### config.mk
export PLATFORM = sky130hd
export DESIGN_NAME = foct_sq_demod
export DESIGN_NICKNAME = d
export VERILOG_FILES = /design/src/rtl/foct_pkg.sv /design/src/rtl/phase_accum.sv /design/src/rtl/foct_sq_demod.sv
export SDC_FILE = /design/constraint.sdc
export NUM_CORES = 1
export LEC_CHECK = 0
export BUFFER_PORTS_ARGS = -buffer_cell sky130_fd_sc_hd__buf_2
export CORE_MARGIN = 2
export CORE_UTILIZATION = 35
export CTS_BUF_LIST = sky130_fd_sc_hd__clkbuf_2 sky130_fd_sc_hd__clkbuf_4 sky130_fd_sc_hd__clkbuf_8
export DETAILED_ROUTE_END_ITERATION = 8
export PLACE_DENSITY = 0.5
export SLEW_MARGIN = 5
export SYNTH_ARGS = -nofsm -noshare
export SYNTH_HDL_FRONTEND = slang
export SYNTH_HIERARCHICAL = 1
export SYNTH_SLANG_ARGS = --single-unit
export TNS_END_PERCENT = 10
### constraint.sdc
create_clock -name Clk_100M -period 2.2 [get_ports Clk_100M]
set_input_delay 0.11 -clock Clk_100M [delete_from_list [all_inputs] [get_ports Clk_100M]]
set_output_delay 0.11 -clock Clk_100M [all_outputs]
set_load 0.05 [all_outputs]
### src/rtl/foct_pkg.sv
// rtl/foct_pkg.sv - shared widths, demodulator state encoding and ADC word conversion
package foct_pkg;

    localparam int SAMPLE_W  = 16;
    localparam int LOG2_NAVG = 4;
    localparam int OUT_W     = SAMPLE_W + LOG2_NAVG + 1;
    localparam int ACC_W     = OUT_W - 1;

    typedef enum logic [2:0] {
        IDLE,
        SETTLE_P,
        ACC_P,
        WAIT_P,
        SETTLE_N,
        ACC_N,
        WAIT_N
    } demod_state_t;

    // Offset-binary ADC word to two's complement: 0x8000 -> 0, 0x0000 -> -32768.
    function automatic logic signed [OUT_W-1:0] ob_to_signed(input logic [SAMPLE_W-1:0] word);
        return {{(OUT_W-SAMPLE_W){~word[SAMPLE_W-1]}}, ~word[SAMPLE_W-1], word[SAMPLE_W-2:0]};
    endfunction

endpackage

### src/rtl/phase_accum.sv
// rtl/phase_accum.sv - accumulates 2**LOG2_NAVG signed samples of one modulation half
module phase_accum
    import foct_pkg::*;
(
    input  logic                    clk,
    input  logic                    rst,
    input  logic                    clr,
    input  logic                    en,
    input  logic                    sample_valid,
    input  logic signed [OUT_W-1:0] sample,
    output logic signed [ACC_W-1:0] acc,
    output logic                    done
);

    logic [LOG2_NAVG-1:0] cnt;
    logic                 take;

    assign take = en && sample_valid;
    // The counter wraps to zero on the last sample, so it is ready for the next frame.
    assign done = take && (cnt == '1);

    always_ff @(posedge clk) begin
        if (rst || clr) begin
            acc <= '0;
            cnt <= '0;
        end else if (take) begin
            acc <= acc + ACC_W'(sample);
            cnt <= cnt + 1'b1;
        end
    end

endmodule

### src/rtl/foct_sq_demod.sv
// rtl/foct_sq_demod.sv - square-wave demodulator: sum_pos - sum_neg once per modulation period
module foct_sq_demod
    import foct_pkg::*;
#(
    parameter int DISCARD = 2
) (
    input  logic                    Clk_100M,
    input  logic                    SYS_RST,
    input  logic                    Enable,
    input  logic                    Sample_Valid,
    input  logic [SAMPLE_W-1:0]     Sample_Data,
    input  logic                    Mod_Phase,
    output logic signed [OUT_W-1:0] Demod_Out,
    output logic                    Demod_Valid,
    output logic                    Sync_Err
);

    localparam int CNT_W = 4;

    demod_state_t            state;
    logic [CNT_W-1:0]        cnt;
    logic                    ph_d;
    logic                    frame_done;
    logic                    rise, fall;
    logic                    in_pos, in_neg;
    logic                    start_p, clr_acc;
    logic                    en_p, en_n, done_p, done_n;
    logic                    edge_skip, settle_last;
    logic [CNT_W-1:0]        edge_cnt;
    logic signed [OUT_W-1:0] sample_s;
    logic signed [ACC_W-1:0] acc_p, acc_n;

    assign sample_s = ob_to_signed(Sample_Data);
    assign rise     = Mod_Phase & ~ph_d;
    assign fall     = ~Mod_Phase & ph_d;
    assign in_pos   = (state == SETTLE_P) || (state == ACC_P);
    assign in_neg   = (state == SETTLE_N) || (state == ACC_N);

    // Any accepted rise starts a fresh frame, including one that aborts a negative half.
    assign start_p  = Enable && rise && !in_pos && (state != WAIT_P);
    assign clr_acc  = !Enable || start_p || (in_pos && fall);
    assign en_p     = (state == ACC_P) && !fall;
    assign en_n     = (state == ACC_N) && !rise;

    // A strobe coincident with a phase edge is the new half's first discard sample.
    assign edge_skip   = Sample_Valid && (DISCARD == 1);
    assign edge_cnt    = (Sample_Valid && !edge_skip) ? CNT_W'(1) : '0;
    assign settle_last = (cnt == CNT_W'(DISCARD - 1));

    phase_accum u_pos (
        .clk          (Clk_100M),
        .rst          (SYS_RST),
        .clr          (clr_acc),
        .en           (en_p),
        .sample_valid (Sample_Valid),
        .sample       (sample_s),
        .acc          (acc_p),
        .done         (done_p)
    );

    phase_accum u_neg (
        .clk          (Clk_100M),
        .rst          (SYS_RST),
        .clr          (clr_acc),
        .en           (en_n),
        .sample_valid (Sample_Valid),
        .sample       (sample_s),
        .acc          (acc_n),
        .done         (done_n)
    );

    always_ff @(posedge Clk_100M) begin
        if (SYS_RST) begin
            state       <= IDLE;
            cnt         <= '0;
            ph_d        <= 1'b0;
            frame_done  <= 1'b0;
            Demod_Out   <= '0;
            Demod_Valid <= 1'b0;
            Sync_Err    <= 1'b0;
        end else begin
            ph_d        <= Mod_Phase;
            frame_done  <= 1'b0;
            Demod_Valid <= 1'b0;

            if (frame_done && Enable) begin
                Demod_Out   <= OUT_W'(acc_p) - OUT_W'(acc_n);
                Demod_Valid <= 1'b1;
            end

            if (!Enable) begin
                state <= IDLE;
                cnt   <= '0;
            end else begin
                case (state)
                    IDLE, WAIT_N: begin
                        if (rise) begin
                            state <= edge_skip ? ACC_P : SETTLE_P;
                            cnt   <= edge_cnt;
                        end
                    end
                    WAIT_P: begin
                        if (fall) begin
                            state <= edge_skip ? ACC_N : SETTLE_N;
                            cnt   <= edge_cnt;
                        end
                    end
                    SETTLE_P: begin
                        if (fall) begin
                            Sync_Err <= 1'b1;
                            state    <= IDLE;
                            cnt      <= '0;
                        end else if (Sample_Valid) begin
                            if (settle_last) begin
                                state <= ACC_P;
                                cnt   <= '0;
                            end else begin
                                cnt <= cnt + 1'b1;
                            end
                        end
                    end
                    ACC_P: begin
                        if (fall) begin
                            Sync_Err <= 1'b1;
                            state    <= IDLE;
                            cnt      <= '0;
                        end else if (done_p) begin
                            state <= WAIT_P;
                        end
                    end
                    SETTLE_N: begin
                        if (rise) begin
                            Sync_Err <= 1'b1;
                            state    <= edge_skip ? ACC_P : SETTLE_P;
                            cnt      <= edge_cnt;
                        end else if (Sample_Valid) begin
                            if (settle_last) begin
                                state <= ACC_N;
                                cnt   <= '0;
                            end else begin
                                cnt <= cnt + 1'b1;
                            end
                        end
                    end
                    ACC_N: begin
                        if (rise) begin
                            Sync_Err <= 1'b1;
                            state    <= edge_skip ? ACC_P : SETTLE_P;
                            cnt      <= edge_cnt;
                        end else if (done_n) begin
                            state      <= WAIT_N;
                            frame_done <= 1'b1;
                        end
                    end
                    default: begin
                        state <= IDLE;
                        cnt   <= '0;
                    end
                endcase
            end
        end
    end

endmodule

==> impl_metrics.yaml <==
outcome:
  status: "completed"
cts:
  path_clk_slew_ns: 0.10
  cts_tree: "yes"
  cts_sinks: 80
  cts_inserted_buffers: 9
  clk_latency_ns: 0.38
  clk_path_buf_depth: 2
  cts_htree_levels: 3
  cts_root_buf: "clkbuf_8"
sta:
  rsz0062_at_grt: "yes"
  period_needed_ns: 2.144
  final.period_utilization_pct: 97.45
  fmax_ghz: 0.4665
  fin_ws_ns: 0.05616
  hold_viol: 0
  drv_slew: 0
  setup_violations: 0
  worst_slew_pin_slew_ns: 0.6707
  clock_skew_ns: 0.01556
  fin_tns_setup_ns: 0
  slew_headroom_pct: 55.18
cells_and_area:
  layout-drive-gt1-share_pct: 24.19
  fin_nets: 1036
  syn_to_final_growth_pct: 25.11
  design_area_mm2: 0.008030
  diodes: 0
  layout.cells.non_filler: 1184
logic_synthesis:
  ys_ff_latch: 80
  synth_area_mm2: 0.006419
  syn_area_per_cell_um2: 7.761
  netlist_instances: 827
  yosys.area.top_type: "dfxtp_1"
  synth-main-ff-cell: "dfxtp_1"
  async_flop_share_pct: 0
  synth-edff-count: 0
  synth_area_leaders: "dfxtp_1, ha_1, a21oi_1"
  synth.most_common_cell: "nand2_1"
  synthDistinctLibCells: 88
  synth_nets: 913
  synth-seq-area-share_pct: 24.95
  yosys_warnings: 6
  yosys-top-cells-count: "nand2_1, a21oi_1, dfxtp_1"
  synth_top_area_share_pct: 24.95
die:
  initial_core_util_pct: 35.73
  dieArea_mm2: 0.01944
  coreArea_mm2: 0.01796
  die_w_um: 139.4
  ioPinCount: 44
  rows: 49
  die_h_um: 139.4
global_routing:
  grt_max_degree: 19
  grt_pass1_wl_um: 31340
  grtUsageTotal_pct: 19.72
  antenna_found_initial: 0
  gr-total-overflow: 0
  grt_pass1_vias: 5991
drt:
  ant_nets: 0
  drtIter0Drc: 307
  routed_wl_um: 19210
  viasPerCell: 5.394
  wl_per_cell_um: 16.23
  num_vias: 6387
  drt_first_pass_iters: 5
  drc: 0
critical_path:
  reg2reg_from: "ph_d"
  cp_max_fo: 9
  startpoint_type: "flip-flop"
  r2r_slack_ns: 0.06
  critPathCaptureType: "flip-flop"
  cp_common_cell: "buf_4"
  arrival_ns: 2.45
  slowest_stage: "dfxtp_2"
  crit_type: "reg -> reg"
  r2r_cells: 11
  path_cells: "buf_4 -> nand2b_1 -> nor2_1 -> and2_1 -> nor2_1 -> o21ai_2 -> or2_2 -> buf_4 -> buf_4 -> or3_1 -> o211ai_1"
  r2r-end: "u_pos/acc[18]"
  crit_required_ns: 2.51
  critPathMaxStageDelay_ns: 0.33
power_and_ir_drop:
  p_per_area_mw_per_mm2: 408.8
  vdd_drop_max_mv: 0.2460
  power.leakage_nw: 3.404
place:
  post_dp_cell_area_mm2: 0.007510
  pre_cts_ws_ns: -0.1177
  dp_hpwl_um: 14940
  place_congestion: 0.8625
  dp_cells: 1165
  io_buffers: 43
run:
  maxCapViolCount: 0
worst_hold_path:
  holdPathStages: 3
  hp-class: "in -> reg"
  whs_endpoint: "Sync_Err"
  hp-start: "Enable"
worst max-delay path by stage:
stage / start / endpoint / slack [ns] / depth (start not counted)
2_1_floorplan: state[2] / cnt[0] / 0.005 / 13
4_1_cts: u_neg/acc[0] / u_neg/acc[8] / -0.05 / 8
3_5_place_dp: u_pos/acc[0] / Demod_Out[20] / -0.12 / 10
6_report: ph_d / u_pos/acc[18] / 0.06 / 11
3_3_place_gp: u_pos/acc[0] / Demod_Out[20] / -0.1 / 10
5_1_grt: u_neg/acc[1] / Demod_Out[17] / -0.08 / 9
layout by cell type (no fill, tap or decap), types with 12 or more instances in the layout:
master	count
inv_1	39
buf_2	43
nor2_1	59
o21ai_0	26
a21o_1	20
or3_1	12
ha_1	60
a21oi_1	79
a211oi_1	15
buf_4	91
o21ai_1	12
o211ai_1	12
nand4_1	13
xnor2_1	12
nand2_1	102
nand3_1	29
dfxtp_1	75
sequential cells by signal (all words and copies together), names as in the netlist:
signal	cells
u_pos/cnt	4
cnt	4
u_neg/acc	20
Demod_Out	21
Sync_Err	1
state	3
Demod_Valid	1
ph_d	1
u_pos/acc	20
u_neg/cnt	4
frame_done	1
metrics by stage:
step | hold slack, ns | power (mW) | utilization, %
6_report | 0.04843 | 3.283 | 44.70
2_1_floorplan | 0.2382 | 1.720 | -
3_5_place_dp | 0.4391 | 1.874 | 41.81
3_3_place_gp | 0.4266 | 1.876 | 41.81
5_1_grt | 0.05943 | 3.433 | 44.70
4_1_cts | 0.03991 | 3.309 | 43.51
worst max-delay path: cells and delay by family (launching register included):
kind | cells | cell delay (ns)
simple gates | 6 | 1.03
buf+inv | 3 | 0.43
flops | 1 | 0.33
compound gates | 2 | 0.27
power by group:
part / total [mW] / switching [mW] / leakage (nW) / internal, mW
combinational: 0.408 / 0.231 / 2.63 / 0.177
clock: 1.42 / 0.620 / 0.127 / 0.799
sequential: 1.46 / 0.00513 / 0.647 / 1.45
routing by layer:
metal	track usage, %	part of all wire, %	vias to the layer above
met5	0	0	-
met4	6.114	1.4	0
met3	2.340	3.2	20
met2	29.77	43	107
met1	29.24	52	2945
li1	-	-	3315
logic make-up (layout without fill, tap and decap cells):
kind of cell	after synthesis	after routing	share of synthesized area (%)
buf+inv	65	193	4.191
flops	80	80	24.95
fa+ha+maj	65	65	13.02
simple gates	327	327	26.24
compound gates	264	264	27.84
mux	7	7	1.170
xor+xnor	19	19	2.593
area by class of cell:
| cell class | count | area (um2) |
|---|---|---|
| clock buffers | 11 | 145.1 |
| clock inverters | 5 | 103.9 |
| fillers | 1868 | 9933 |
| inverters | 41 | 153.9 |
| multi-input cells | 682 | 4801 |
| flip-flops and latches | 80 | 1610 |
| well taps | 229 | 286.5 |
| repair buffers | 136 | 929.6 |
repair_timing:
| item | in CTS | in global routing |
|---|---|---|
| hold buffers | 0 | 0 |
| pin swaps | 3 | 24 |
| setup buffers | 0 | 4 |
| cloned | 0 | 0 |
| setup endpoints to repair | 23 | 36 |
| resized for setup | 14 | 43 |
Note: power is estimated with default switching activity, not from simulation.
